## config.mk

```make
export PLATFORM = sky130hd
export DESIGN_NAME = seq_div_restoring
export DESIGN_NICKNAME = d
export VERILOG_FILES = /design/src/rtl/seq_div_restoring.sv
export SDC_FILE = /design/constraint.sdc
export NUM_CORES = 1
export LEC_CHECK = 0
export ABC_AREA = 1
export BUFFER_PORTS_ARGS = -buffer_cell sky130_fd_sc_hd__buf_2
export CAP_MARGIN = 20
export CORE_ASPECT_RATIO = 1.1
export CORE_MARGIN = 10
export CORE_UTILIZATION = 30
export CTS_BUF_LIST = sky130_fd_sc_hd__clkbuf_8
export DETAILED_ROUTE_END_ITERATION = 6
export PLACE_DENSITY = 0.57
export SYNTH_ARGS = -nofsm -noshare
export SYNTH_HDL_FRONTEND = slang
export SYNTH_SLANG_ARGS = --single-unit
```

## constraint.sdc

```tcl
create_clock -name clk -period 6.3 [get_ports clk]
set_clock_uncertainty 0.15 [all_clocks]
set_input_delay 0.945 -clock clk [delete_from_list [all_inputs] [get_ports clk]]
set_output_delay 0.945 -clock clk [all_outputs]
set_load 0.1 [all_outputs]
```

## src/rtl/seq_div_restoring.sv

```systemverilog
// Iterative unsigned restoring divider: one quotient bit per clock, valid/ready
// on both the operand and the result side, with a divide-by-zero flag.
module seq_div_restoring #(
  parameter int W = 8
) (
  input  logic         clk,
  input  logic         rst_n,
  input  logic         in_valid,
  output logic         in_ready,
  input  logic [W-1:0] dividend,
  input  logic [W-1:0] divisor,
  output logic         out_valid,
  input  logic         out_ready,
  output logic [W-1:0] quotient,
  output logic [W-1:0] remainder,
  output logic         div_by_zero
);

  // state | meaning
  // IDLE  | waiting for an operand pair, in_ready=1
  // CALC  | iterating, one quotient bit per cycle for W cycles
  // DONE  | result held on the outputs until out_ready, out_valid=1
  typedef enum logic [1:0] {IDLE, CALC, DONE} state_t;

  localparam int CW = $clog2(W);

  state_t         state, state_nxt;
  logic [CW-1:0]  cnt;
  logic [W-1:0]   dvsr;
  logic [W-1:0]   q;
  // The top bit of the partial remainder is always 0 between iterations,
  // so only W bits are stored; the shifted value is rebuilt W+1 wide.
  logic [W-1:0]   rem;
  logic [W:0]     rem_sh;
  logic [W:0]     diff;
  logic           dbz;
  logic           accept;
  logic           last;

  assign accept = in_valid && (state == IDLE);
  assign last   = (cnt == CW'(W - 1));
  assign rem_sh = {rem, q[W-1]};
  assign diff   = rem_sh - {1'b0, dvsr};

  assign quotient    = q;
  assign remainder   = rem;
  assign div_by_zero = dbz;

  always_ff @(posedge clk or negedge rst_n) begin
    if (!rst_n) state <= IDLE;
    else        state <= state_nxt;
  end

  always_comb begin
    state_nxt = state;
    in_ready  = 1'b0;
    out_valid = 1'b0;
    case (state)
      IDLE: begin
        in_ready = 1'b1;
        if (in_valid) state_nxt = (divisor == '0) ? DONE : CALC;
      end
      CALC: begin
        if (last) state_nxt = DONE;
      end
      DONE: begin
        out_valid = 1'b1;
        if (out_ready) state_nxt = IDLE;
      end
      default: state_nxt = IDLE;
    endcase
  end

  always_ff @(posedge clk or negedge rst_n) begin
    if (!rst_n) begin
      cnt  <= '0;
      dvsr <= '0;
      q    <= '0;
      rem  <= '0;
      dbz  <= 1'b0;
    end else if (accept) begin
      dvsr <= divisor;
      cnt  <= '0;
      if (divisor == '0) begin
        q   <= '1;
        rem <= dividend;
        dbz <= 1'b1;
      end else begin
        q   <= dividend;
        rem <= '0;
        dbz <= 1'b0;
      end
    end else if (state == CALC) begin
      cnt <= cnt + CW'(1);
      if (!diff[W]) begin
        rem <= diff[W-1:0];
        q   <= {q[W-2:0], 1'b1};
      end else begin
        rem <= rem_sh[W-1:0];
        q   <= {q[W-2:0], 1'b0};
      end
    end
  end

endmodule

```

# --- Word level (Yosys, flattened, before mapping) ---
# Cells that the tools add are included.
totals:
  register_bits: 30
  wordCells: 37
  output_inout_bits: 19
op_classes:
  addsub: 2
  reduce_logical: 5
  mux: 18
  eq_ne: 6
op_table:
  columns: ["op", "n"]
  rows:
  - ["$mux 8", 7]
  - ["$sub 9x8->9", 1]
  - ["$logic_not 8->1", 1]
  - ["$mux 2", 4]
  - ["$mux 3", 2]
  - ["$ne 2x2->1 const B", 3]
  - ["$pmux 2 s3", 1]
  - ["$mux 1", 4]
  - ["$add 3x1->3 const B", 1]
  - ["$eq 3x3->1 const B", 1]
  - ["$reduce_and 3->1", 1]
  - ["$eq 2x1->1 const B", 1]
  - ["$eq 2x2->1 const B", 1]
  - ["$logic_not 2->1", 1]
  - ["$reduce_bool 2->1", 1]
  - ["$logic_and 1x1->1", 1]

# --- Depth between registers and ports, before layout ---
# Gate-level depths: netlist (run 1).
depth:
  depth_word: 4
  depth_mapped: 14

# --- Least setup slack after synthesis (run 1) ---
# No wires, ideal clock.
synth_timing:
  kind: "reg-to-output"
  from: "register state[1]"
  to: "output port out_valid"
  path_buffers: 0
  required_ns: 5.205
  path_stages_with_launch: 3
  slack_ns: 3.475
  t_arrival_ns: 1.730
  cell_sequence: "dfrtp_1 -> inv_1 -> nor2_1"
synth_between:
  elab_chain_cells: 2
synth_rtl:
  columns: ["element", "line_no", "source"]
  rows:
  - ["start, declared", "27", "state_t state, state_nxt;"]
  - ["start signal, assigned", "51", "else state <= state_nxt;"]
  - ["$eq 2x2->1", "58", "case (state)"]
  - ["$mux 1", "58", null]
  - ["end, declared", "12", "output logic out_valid,"]
# No other way between the ends.

# --- Worst setup path after layout (run 1) ---
# Ends and elaborated chain as after synthesis.

==> results of run 1 <==
layer usage:
metal  wire length [microns]  vias up  track usage [%]  part of all wire, %
li1                        -      897                -                    -
met1                    2440      779             12.8                   50
met2                    2170       41             14.4                   44
met3                     240        8             3.00                  4.9
met4                      43        0             2.81                 0.88
met5                       0        -                0                    0
cell usage in the layout (no fill, tap or decap), types with 6 or more instances in the layout:
cell type and count:
o21ai_1 9, a21boi_1 7, dfrtp_1 30, o22ai_1 6, ha_1 10, nand2_1 63, nor2_1 11, inv_1 42
clkbuf_8 6, buf_2 38, o21ai_0 8, nand3_1 18
cell families after synthesis:
kind of cell | share of synthesized area (%)
and+or+nand+nor | 27.6
buffers and inverters | 10.7
AOI/OAI and AO/OA | 15.7
DFF | 37.5
adders and majority gates | 7.25
xor gates and xnor gates | 1.31
path summary, 6_finish.rpt:
path / startpoint / endpoint / depth (start not counted)
min: div_by_zero$_DFFE_PN0P_ / div_by_zero$_DFFE_PN0P_ / 2
max in group asynchronous: rst_n / remainder[6]$_DFFE_PN0P_ / 1
min in group asynchronous: rst_n / quotient[6]$_DFFE_PN0P_ / 1
min reg2reg: div_by_zero$_DFFE_PN0P_ / div_by_zero$_DFFE_PN0P_ / 2
max reg2reg: quotient[7]$_DFFE_PN0P_ / remainder[7]$_DFFE_PN0P_ / 14
max: state[1]$_DFFE_PN0P_ / out_valid / 3
sequential cells by signal, indices dropped and copies added (netlist names):
register     count
quotient         8
cnt              3
dvsr             8
remainder        8
state            2
div_by_zero      1
stage by stage:
step,std cells,utilization [%]
6_report,375,35.8
5_1_grt,375,35.8
4_1_cts,375,35.8
3_5_place_dp,369,34.5
3_3_place_gp,369,34.5
2_1_floorplan,253,-
tightest hold or removal path, cell delays in order, from the launching register on:
cell and delay, ns:
dfrtp_1 0.34, nand2_1 0.05, nand2_1 0.06
layout make-up:
type	instances	area, sq um
fill	702	4210
multi-input combinational	172	1040
sequential	30	751
timing repair buffer	38	190
inverter	47	179
tap	82	103
clock buffer	6	82.6
==> impl_results.md, run 1 <==
* Die W at 97.9 microns
* Normalized max-slew margin at 53.1%
* Final worst slack at 3.89 ns
* Total GRT Usage at 9.58%
* Setup CP Type: reg -> out
* Clock sink count at 30
* Post-CTS setup buffer count at 0
* Hold_buf cts at 0
* 1st-iter DRT viols at 69
* Synth cell types at 39
* Crit path buffers/inverters at 2
* Yosys top cell area share at 37.5%
* Max Clk Rate at 414 MHz
* Setup slack at placement at 3.93 ns
* P&R area growth vs syn at 17.0%
* CORE AREA at 0.00656 sq mm
* Crit path max-delay cell type: dfrtp_1
* Die Ht at 106 microns
* H-tree Lvls at 2
* Avg Inst Size Synth at 7.92 sq um
* Congestion Overflow GR at 0
* Diodes inserted at 0
* Fin. Hold Viols at 0
* Insertion delay to the later sink of the worst-skew pair at 0.28 ns
* Drc violations at 0
* Via count of the routed design at 1,725
* Ys flop type: dfrtp_1
* Critical path fanouts, max at 3
* TritonCTS clock tree: built
* Worst-Margin Slew at 0.703 ns
* Top-level I/O count at 39
* Clk slew on worst S/H paths at 0.06 ns
* Ys Warns at 0
* Final Net Count at 325
* Period utilisation layout at 38.3%
* Setup crit start kind: register
* Full die area at 0.0103 sq mm
* Setup tns final at 0 ns
* CP delay by family, top: buffers and inverters
* Top-count cell post-synth: nand2_1
* Routed length per placed instance at 13.1 microns
* CP Capture Type: output pin
* Top cells by area, synth: dfrtp_1, nand2_1, inv_1, ha_1, nand3_1
* CP cell instances: inv_1 -> nor2_1 -> buf_2
* Hold slack final at 0.338 ns
* Core Rows at 31
* Synth Register Bits at 30
* Commonest cells post-synth: nand2_1, inv_1, dfrtp_1, nand3_1, nor2_1
* Crit path required time at 5.20 ns
* Cell taking the most area after synthesis: dfrtp_1
* Post-synth ARST share at 100%
* Layout cells sized above 1 at 22.9%
* Worst min path class: reg -> reg
* Syn Inst Count at 253
* Final setup viols at 0
* Root Buffer: clkbuf_8
* Initial DRT Pass Iterations at 4
* Status: completed
* Final wirelength at 4.90 mm
* Number of max-cap violations at 0
* Unrepaired setup endpoints after global routing: false
* Slew Limit Fails at 0
* Placed Area at 0.00226 sq mm
* Total CTS buffers at 5
* First-pass GRT wire length at 8.23 mm
* Resize count post-CTS at 0
* Final instance area at 0.00234 sq mm
* Synthesized area at 0.00200 sq mm
* Number of global-route vias before repair at 1,685
* Detail Route Antenna Nets at 0
* Port Buf Inserts at 38
* Fin crit period at 2.41 ns
* Largest net degree at the start of global routing at 31
* CP arrival at 1.32 ns
* Syn_nets at 284
* Setup slack, reg-to-reg at 4.02 ns
* Initial Util at 30.6%
* DR vias/cell at 4.60
* Gp weighted congestion at 0.759
* Max Buffers Root-to-Sink at 2
* Initial antenna violation count at 0
* Post-synth EDFFs at 0
* Max incr delay on CP at 0.43 ns
* Post-synthesis sequential area ratio at 37.5%
* Estimated wirelength of the detail-placed design at 3.84 mm
Power of run 1 is not shown: default switching activity piles up to over one toggle a cycle in this logic, so the estimate is an artifact.
==> run 2: changes to the inputs <==
--- a/config.mk
+++ b/config.mk
@@ -13,7 +13,7 @@
 export CORE_UTILIZATION = 30
 export CTS_BUF_LIST = sky130_fd_sc_hd__clkbuf_8
 export DETAILED_ROUTE_END_ITERATION = 6
-export PLACE_DENSITY = 0.57
+export PLACE_DENSITY = 0.58
 export SYNTH_ARGS = -nofsm -noshare
 export SYNTH_HDL_FRONTEND = slang
 export SYNTH_SLANG_ARGS = --single-unit
==> constraint.sdc (replaced) <==
create_clock -name clk -period 2.2 [get_ports clk]
set_clock_uncertainty 0.15 [all_clocks]
set_input_delay 0.33 -clock clk [delete_from_list [all_inputs] [get_ports clk]]
set_output_delay 0.33 -clock clk [all_outputs]
set_load 0.1 [all_outputs]
==> run 2 against run 1 <==
Clock-buffer cell count did not move; setup slack got worse by 3.8 ns; cell count rose by 1.6%; wire length rose by 4.5%; first-iteration DRC count rose by 29%; global-route usage rose by 0.26 points; via count rose by 2.2%; non-clock buffer count rose by 4; flip-flop and latch count did not move; hold slack got worse by 0.22 ns; die area did not move; critical endpoint is now remainder[7]$_DFFE_PN0P_; largest cell class unchanged.
==> impl_results.md, run 2 (synthesis results as in run 1) <==
* Slew Limit Fails at 0 (unchanged)
* Diodes inserted at 0 (unchanged)
* Cell depth of the worst min-delay path at 3 (+1)
* Clk slew on worst S/H paths at 0.07 ns (about the same)
* TritonCTS clock tree: built
* FF-to-FF Start: quotient[7]$_DFFE_PN0P_
* Gp weighted congestion at 0.777 (+2.3%)
* Total CTS buffers at 5 (unchanged)
* Final setup viols at 0 (unchanged)
* CORE AREA at 0.00656 sq mm (unchanged)
* Estimated wirelength of the detail-placed design at 3.92 mm (+2.0%)
* Period utilisation layout at 94.2%
* Port Buf Inserts at 38 (unchanged)
* Core Rows at 31 (unchanged)
* Die W at 97.9 microns (unchanged)
* Crit path required time at 2.27 ns (-2.93 ns)
* CP arrival at 2.14 ns (+0.82 ns)
* Status: completed
* Drc violations at 0 (unchanged)
* Setup CP Type: reg -> reg
* Number of max-cap violations at 0 (unchanged)
* CP cell instances: inv_2 -> ha_2 -> fa_2 -> inv_1 -> nand2_1 -> nand2_2 -> nand3_4 -> nand2_2 -> nand2_4 -> nand2_8 -> nand2_2 -> nand2_1 -> nand2_1 -> a21oi_2
* Setup slack, reg-to-reg at 0.13 ns (-3.89 ns)
* Max Clk Rate at 482 MHz
* Full die area at 0.0103 sq mm (unchanged)
* Final Net Count at 329 (+1.2%)
* Crit path buffers/inverters at 2 (unchanged)
* Detail Route Antenna Nets at 0 (unchanged)
* Initial Util at 30.6% (unchanged)
* Final wirelength at 5.12 mm (+4.5%)
* Routed length per placed instance at 13.4 microns (+2.9%)
* Critical path fanouts, max at 9 (+6)
* Max Buffers Root-to-Sink at 2 (unchanged)
* Insertion delay to the later sink of the worst-skew pair at 0.28 ns (about the same)
* Total GRT Usage at 9.84% (+0.26 points)
* 1st-iter DRT viols at 89 (+29%)
* Top-level I/O count at 39 (unchanged)
* Initial antenna violation count at 0 (unchanged)
* Normalized max-slew margin at 51.7% (-1.4 points)
* DR vias/cell at 4.63 (+0.59%)
* P&R area growth vs syn at 21.6%
* Worst-Margin Slew at 0.724 ns (+0.0211 ns)
* Worst hold path startpoint: divisor[3]
* Die Ht at 106 microns (unchanged)
* Fin crit period at 2.07 ns
* Setup crit start kind: register
* Most common cell after layout, fill and taps aside: nand2_1
* H-tree Lvls at 2 (unchanged)
* R2r endpoint: remainder[7]$_DFFE_PN0P_
* CP Capture Type: register
* Max incr delay on CP at 0.41 ns (-0.02 ns)
* Crit path max-delay cell type: dfrtp_4
* Congestion Overflow GR at 0 (unchanged)
* Initial DRT Pass Iterations at 4 (unchanged)
* Via count of the routed design at 1,763 (+2.2%)
* Hold EP: dvsr[3]$_DFFE_PN0P_
* Fin. Hold Viols at 0 (unchanged)
* CP delay by family, top: simple AND/OR/NAND/NOR gates
* Layout cells sized above 1 at 28.4% (+5.6 points)
* Final Non-Filler Cells at 381 (+1.6%)
* Depth of the worst register-to-register path at 14 (unchanged)
* Clock sink count at 30 (unchanged)
* Most frequent cells in the layout: nand2_1, inv_1, buf_2
* Worst min path class: in -> reg
* Placed cell count at 370 (+0.27%)
* First-pass GRT wire length at 8.58 mm (+4.3%)
* Root Buffer: clkbuf_8
* Number of global-route vias before repair at 1,831 (+8.7%)
* Largest net degree at the start of global routing at 31 (unchanged)
[run 2: changes by cell type in the layout (fill, tap and decap cells not counted), sizes merged]
cell         previous run  this run
buf                    38        41
clkinv                  0         1
dlygate4sd3             0         1
inv                    47        48
[run 2: tightest hold or removal path: stages]
cell,delay [ns]
buf_2,0.09
nand2_1,0.04
o21ai_0,0.05
[run 2: layout make-up]
type	instances	area, sq um
Fill cell	700	4120
Multi-Input combinational cell	172	1070
Sequential cell	30	766
Timing Repair Buffer	42	223
Inverter	47	179
Tap cell	82	103
Clock buffer	6	82.6
Clock inverter	2	8.76
[run 2: worst max-delay path by stage]
stage,slack (ns),to,from,cells past startpoint
after floorplan,-0.02,remainder[7]$_DFFE_PN0P_,quotient[7]$_DFFE_PN0P_,14
after global placement,0.17,remainder[7]$_DFFE_PN0P_,quotient[7]$_DFFE_PN0P_,14
after detailed placement,0.10,remainder[7]$_DFFE_PN0P_,quotient[7]$_DFFE_PN0P_,14
after CTS,0.09,remainder[7]$_DFFE_PN0P_,quotient[7]$_DFFE_PN0P_,14
after global routing,-0.002,remainder[7]$_DFFE_PN0P_,quotient[7]$_DFFE_PN0P_,14
final,0.13,remainder[7]$_DFFE_PN0P_,quotient[7]$_DFFE_PN0P_,14
[run 2: metal layers]
| layer | vias up | track usage, % | wire, microns |
|---|---|---|---|
| met2 | 32 | 15.6 | 2380 |
| met4 | 0 | 2.18 | 46 |
| met1 | 821 | 12.7 | 2450 |
| met5 | - | 0 | 0 |
| li1 | 905 | - | - |
| met3 | 5 | 3.14 | 244 |
[run 2: timing repair]
action | CTS | global route
endpoints found under the setup margin | 0 | 2
gates resized for setup | 0 | 3
setup buffers | 0 | 2
hold buffers | 1 | 0
hold endpoints to repair | 30 | 0
[run 2: stage by stage]
step                      setup WS [ns]  cell area, sq um  util [%]   TNS, ns  hold WS (ns)
after floorplan                 -0.0211              2030         -   -0.0211        -0.116
after global placement            0.166              2300      35.1         0         0.278
after detailed placement          0.100              2300      35.1         0         0.285
after CTS                        0.0913              2400      36.6         0         0.118
after global routing           -0.00185              2440      37.2  -0.00207         0.131
final                             0.127              2440      37.2         0         0.122
Power of run 2 is left out for the same reason.
==> run 3: changes to the inputs <==
--- a/config.mk
+++ b/config.mk
@@ -11,7 +11,7 @@
 export CORE_ASPECT_RATIO = 1.1
 export CORE_MARGIN = 10
 export CORE_UTILIZATION = 30
-export CTS_BUF_LIST = sky130_fd_sc_hd__clkbuf_8
+export CTS_BUF_LIST = sky130_fd_sc_hd__clkbuf_16
 export DETAILED_ROUTE_END_ITERATION = 6
 export PLACE_DENSITY = 0.58
 export SYNTH_ARGS = -nofsm -noshare
==> constraint.sdc (replaced) <==
create_clock -name clk -period 2.2 [get_ports clk]
set_clock_uncertainty 0.15 [all_clocks]
set_input_delay 0.22 -clock clk [delete_from_list [all_inputs] [get_ports clk]]
set_output_delay 0.22 -clock clk [all_outputs]
set_load 0.1 [all_outputs]
==> run 3 against run 2 <==
Setup slack lost 0.0042 ns; sequential share of layout area shrank 0.71 points; hold slack lost 0.10 ns; global-route usage grew 0.083 points; cell count is the same; clock-buffer cell count shrank 1; die area is the same; core utilization grew 0.86 points; cell area grew 2.3%; flip-flop and latch count is the same; non-clock buffer count shrank 1; register-to-register slack is essentially flat.
==> impl_results.md, run 3 (synthesis results as in run 1) <==
* Routed length per placed instance at 13.6 microns (+1.3%)
* CP delay by family, top: simple AND/OR/NAND/NOR gates
* R2r endpoint: remainder[7]$_DFFE_PN0P_
* Final wirelength at 5.19 mm (+1.3%)
* Setup CP Type: reg -> reg
* Fin. Hold Viols at 0 (unchanged)
* Insertion delay to the later sink of the worst-skew pair at 0.28 ns (about the same)
* Detail Route Antenna Nets at 0 (unchanged)
* WP depth at 14 (unchanged)
* Die Ht at 106 microns (unchanged)
* Diodes inserted at 0 (unchanged)
* Max Buffers Root-to-Sink at 2 (unchanged)
* Crit path required time at 2.26 ns (about the same)
* Normalized max-slew margin at 52.5% (+0.82 points)
* Die W at 97.9 microns (unchanged)
* Congestion Overflow GR at 0 (unchanged)
* Final Non-Filler Cells at 381 (unchanged)
* Core Rows at 31 (unchanged)
* Most frequent cells in the layout: nand2_1, inv_1, buf_2
* Setup crit start kind: register
* Total GRT Usage at 9.92% (+0.083 points)
* P&R area growth vs syn at 24.4%
* Crit path buffers/inverters at 2 (unchanged)
* Gp weighted congestion at 0.760 (-2.2%)
* Final setup viols at 0 (unchanged)
* Clock sink count at 30 (unchanged)
* Root Buffer: clkbuf_16
* Critical Path End: remainder[7]$_DFFE_PN0P_
* Top-level I/O count at 39 (unchanged)
* Crit path max-delay cell type: dfrtp_4
* Largest net degree at the start of global routing at 31 (unchanged)
* Reg area at 766 sq um (unchanged)
* Clk slew on worst S/H paths at 0.05 ns (-0.02 ns)
* DR vias/cell at 4.55 (-1.6%)
* Period utilisation layout at 94.4% (+0.19 points)
* Number of max-cap violations at 0 (unchanged)
* Estimated wirelength of the detail-placed design at 3.95 mm (+0.73%)
* Worst min path class: in -> reg
* Full die area at 0.0103 sq mm (unchanged)
* Number of global-route vias before repair at 1,734 (-5.3%)
* Drc violations at 0 (unchanged)
* Fin crit period at 2.08 ns (+0.00417 ns)
* Max Clk Rate at 482 MHz (-0.20%)
* Port Buf Inserts at 38 (unchanged)
* Unrepaired setup endpoints after global routing: true
* CP arrival at 2.14 ns (about the same)
* TritonCTS clock tree: built
* CP cell instances: inv_2 -> ha_2 -> fa_2 -> inv_1 -> nand2_1 -> nand2_2 -> nand3_4 -> nand2_2 -> nand2_4 -> nand2_8 -> nand2_2 -> nand2_1 -> nand2_1 -> a21oi_2
* Max incr delay on CP at 0.40 ns (about the same)
* Layout cells sized above 1 at 28.1% (-0.33 points)
* CORE AREA at 0.00656 sq mm (unchanged)
* Setup slack, reg-to-reg at 0.12 ns (about the same)
* FF-to-FF Start: quotient[7]$_DFFE_PN0P_
* Status: completed
* Slew Limit Fails at 0 (unchanged)
* Placed cell count at 370 (unchanged)
* H-tree Lvls at 2 (unchanged)
* Most common cell after layout, fill and taps aside: nand2_1
* Worst-Margin Slew at 0.712 ns (-0.0122 ns)
* Initial antenna violation count at 0 (unchanged)
* Total CTS buffers at 5 (unchanged)
* Fill cells at 687 (-1.9%)
* Depth of the worst register-to-register path at 14 (unchanged)
* Initial DRT Pass Iterations at 4 (unchanged)
* First-pass GRT wire length at 8.41 mm (-2.0%)
* CP Capture Type: register
* Via count of the routed design at 1,734 (-1.6%)
* Area of the multi-input gates at 0.00109 sq mm (+1.3%)
* Critical path fanouts, max at 9 (unchanged)
* Final Net Count at 329 (unchanged)
* Setup crit start: quotient[7]$_DFFE_PN0P_
* Initial Util at 30.6% (unchanged)
* 1st-iter DRT viols at 63 (-29%)
## run 3: stage by stage
stage	hold WS [ns]	utilization, %	setup WS, ns	setup TNS, ns	cell area, sq um
after floorplan	-0.226	-	-0.0211	-0.0211	2030
after global placement	0.164	35.0	0.166	0	2300
after detailed placement	0.178	35.0	0.104	0	2300
after CTS	0.0143	37.3	0.0968	0	2450
after global routing	0.0291	38.0	-0.00211	-0.00211	2490
final	0.0196	38.0	0.123	0	2490
## run 3: worst min path at each step
| stage | start | end | depth (start not counted) |
|---|---|---|---|
| after floorplan | rst_n | cnt[0]$_DFFE_PN0P_ | 0 |
| after global placement | rst_n | dvsr[6]$_DFFE_PN0P_ | 1 |
| after detailed placement | rst_n | dvsr[6]$_DFFE_PN0P_ | 1 |
| after CTS | divisor[0] | dvsr[0]$_DFFE_PN0P_ | 3 |
| after global routing | divisor[6] | dvsr[6]$_DFFE_PN0P_ | 3 |
| final | divisor[6] | dvsr[6]$_DFFE_PN0P_ | 3 |
## run 3: layout make-up
| class | instances | area share, % |
|---|---|---|
| repair buffers | 41 | 8.63 |
| clock buffers | 5 | 5.02 |
| well taps | 82 | 4.12 |
| inverters | 47 | 7.18 |
| flip-flops and latches | 30 | 30.7 |
| multi-input cells | 173 | 43.7 |
| clock inverters | 3 | 0.653 |
## run 3: routing by layer
layer | vias up | wire length (microns) | global-route usage, %
met3 | 7 | 272 | 3.40
met1 | 788 | 2490 | 12.6
met5 | - | 0 | 0
met2 | 29 | 2350 | 15.2
met4 | 0 | 72 | 3.43
li1 | 910 | - | -
## run 3: repair_timing
action / 4_1_cts / 5_1_grt
endpoints found under the hold margin: 30 / 0
setup endpoints to repair: 0 / 3
hold buffers: 1 / 0
gates resized for setup: 0 / 4
setup buffers: 0 / 1
## run 3: tightest hold or removal path: stages
cell and delay (ns):
buf_2 0.09, nand2_1 0.04, o21ai_0 0.06
Power of run 3 is left out for the same reason.
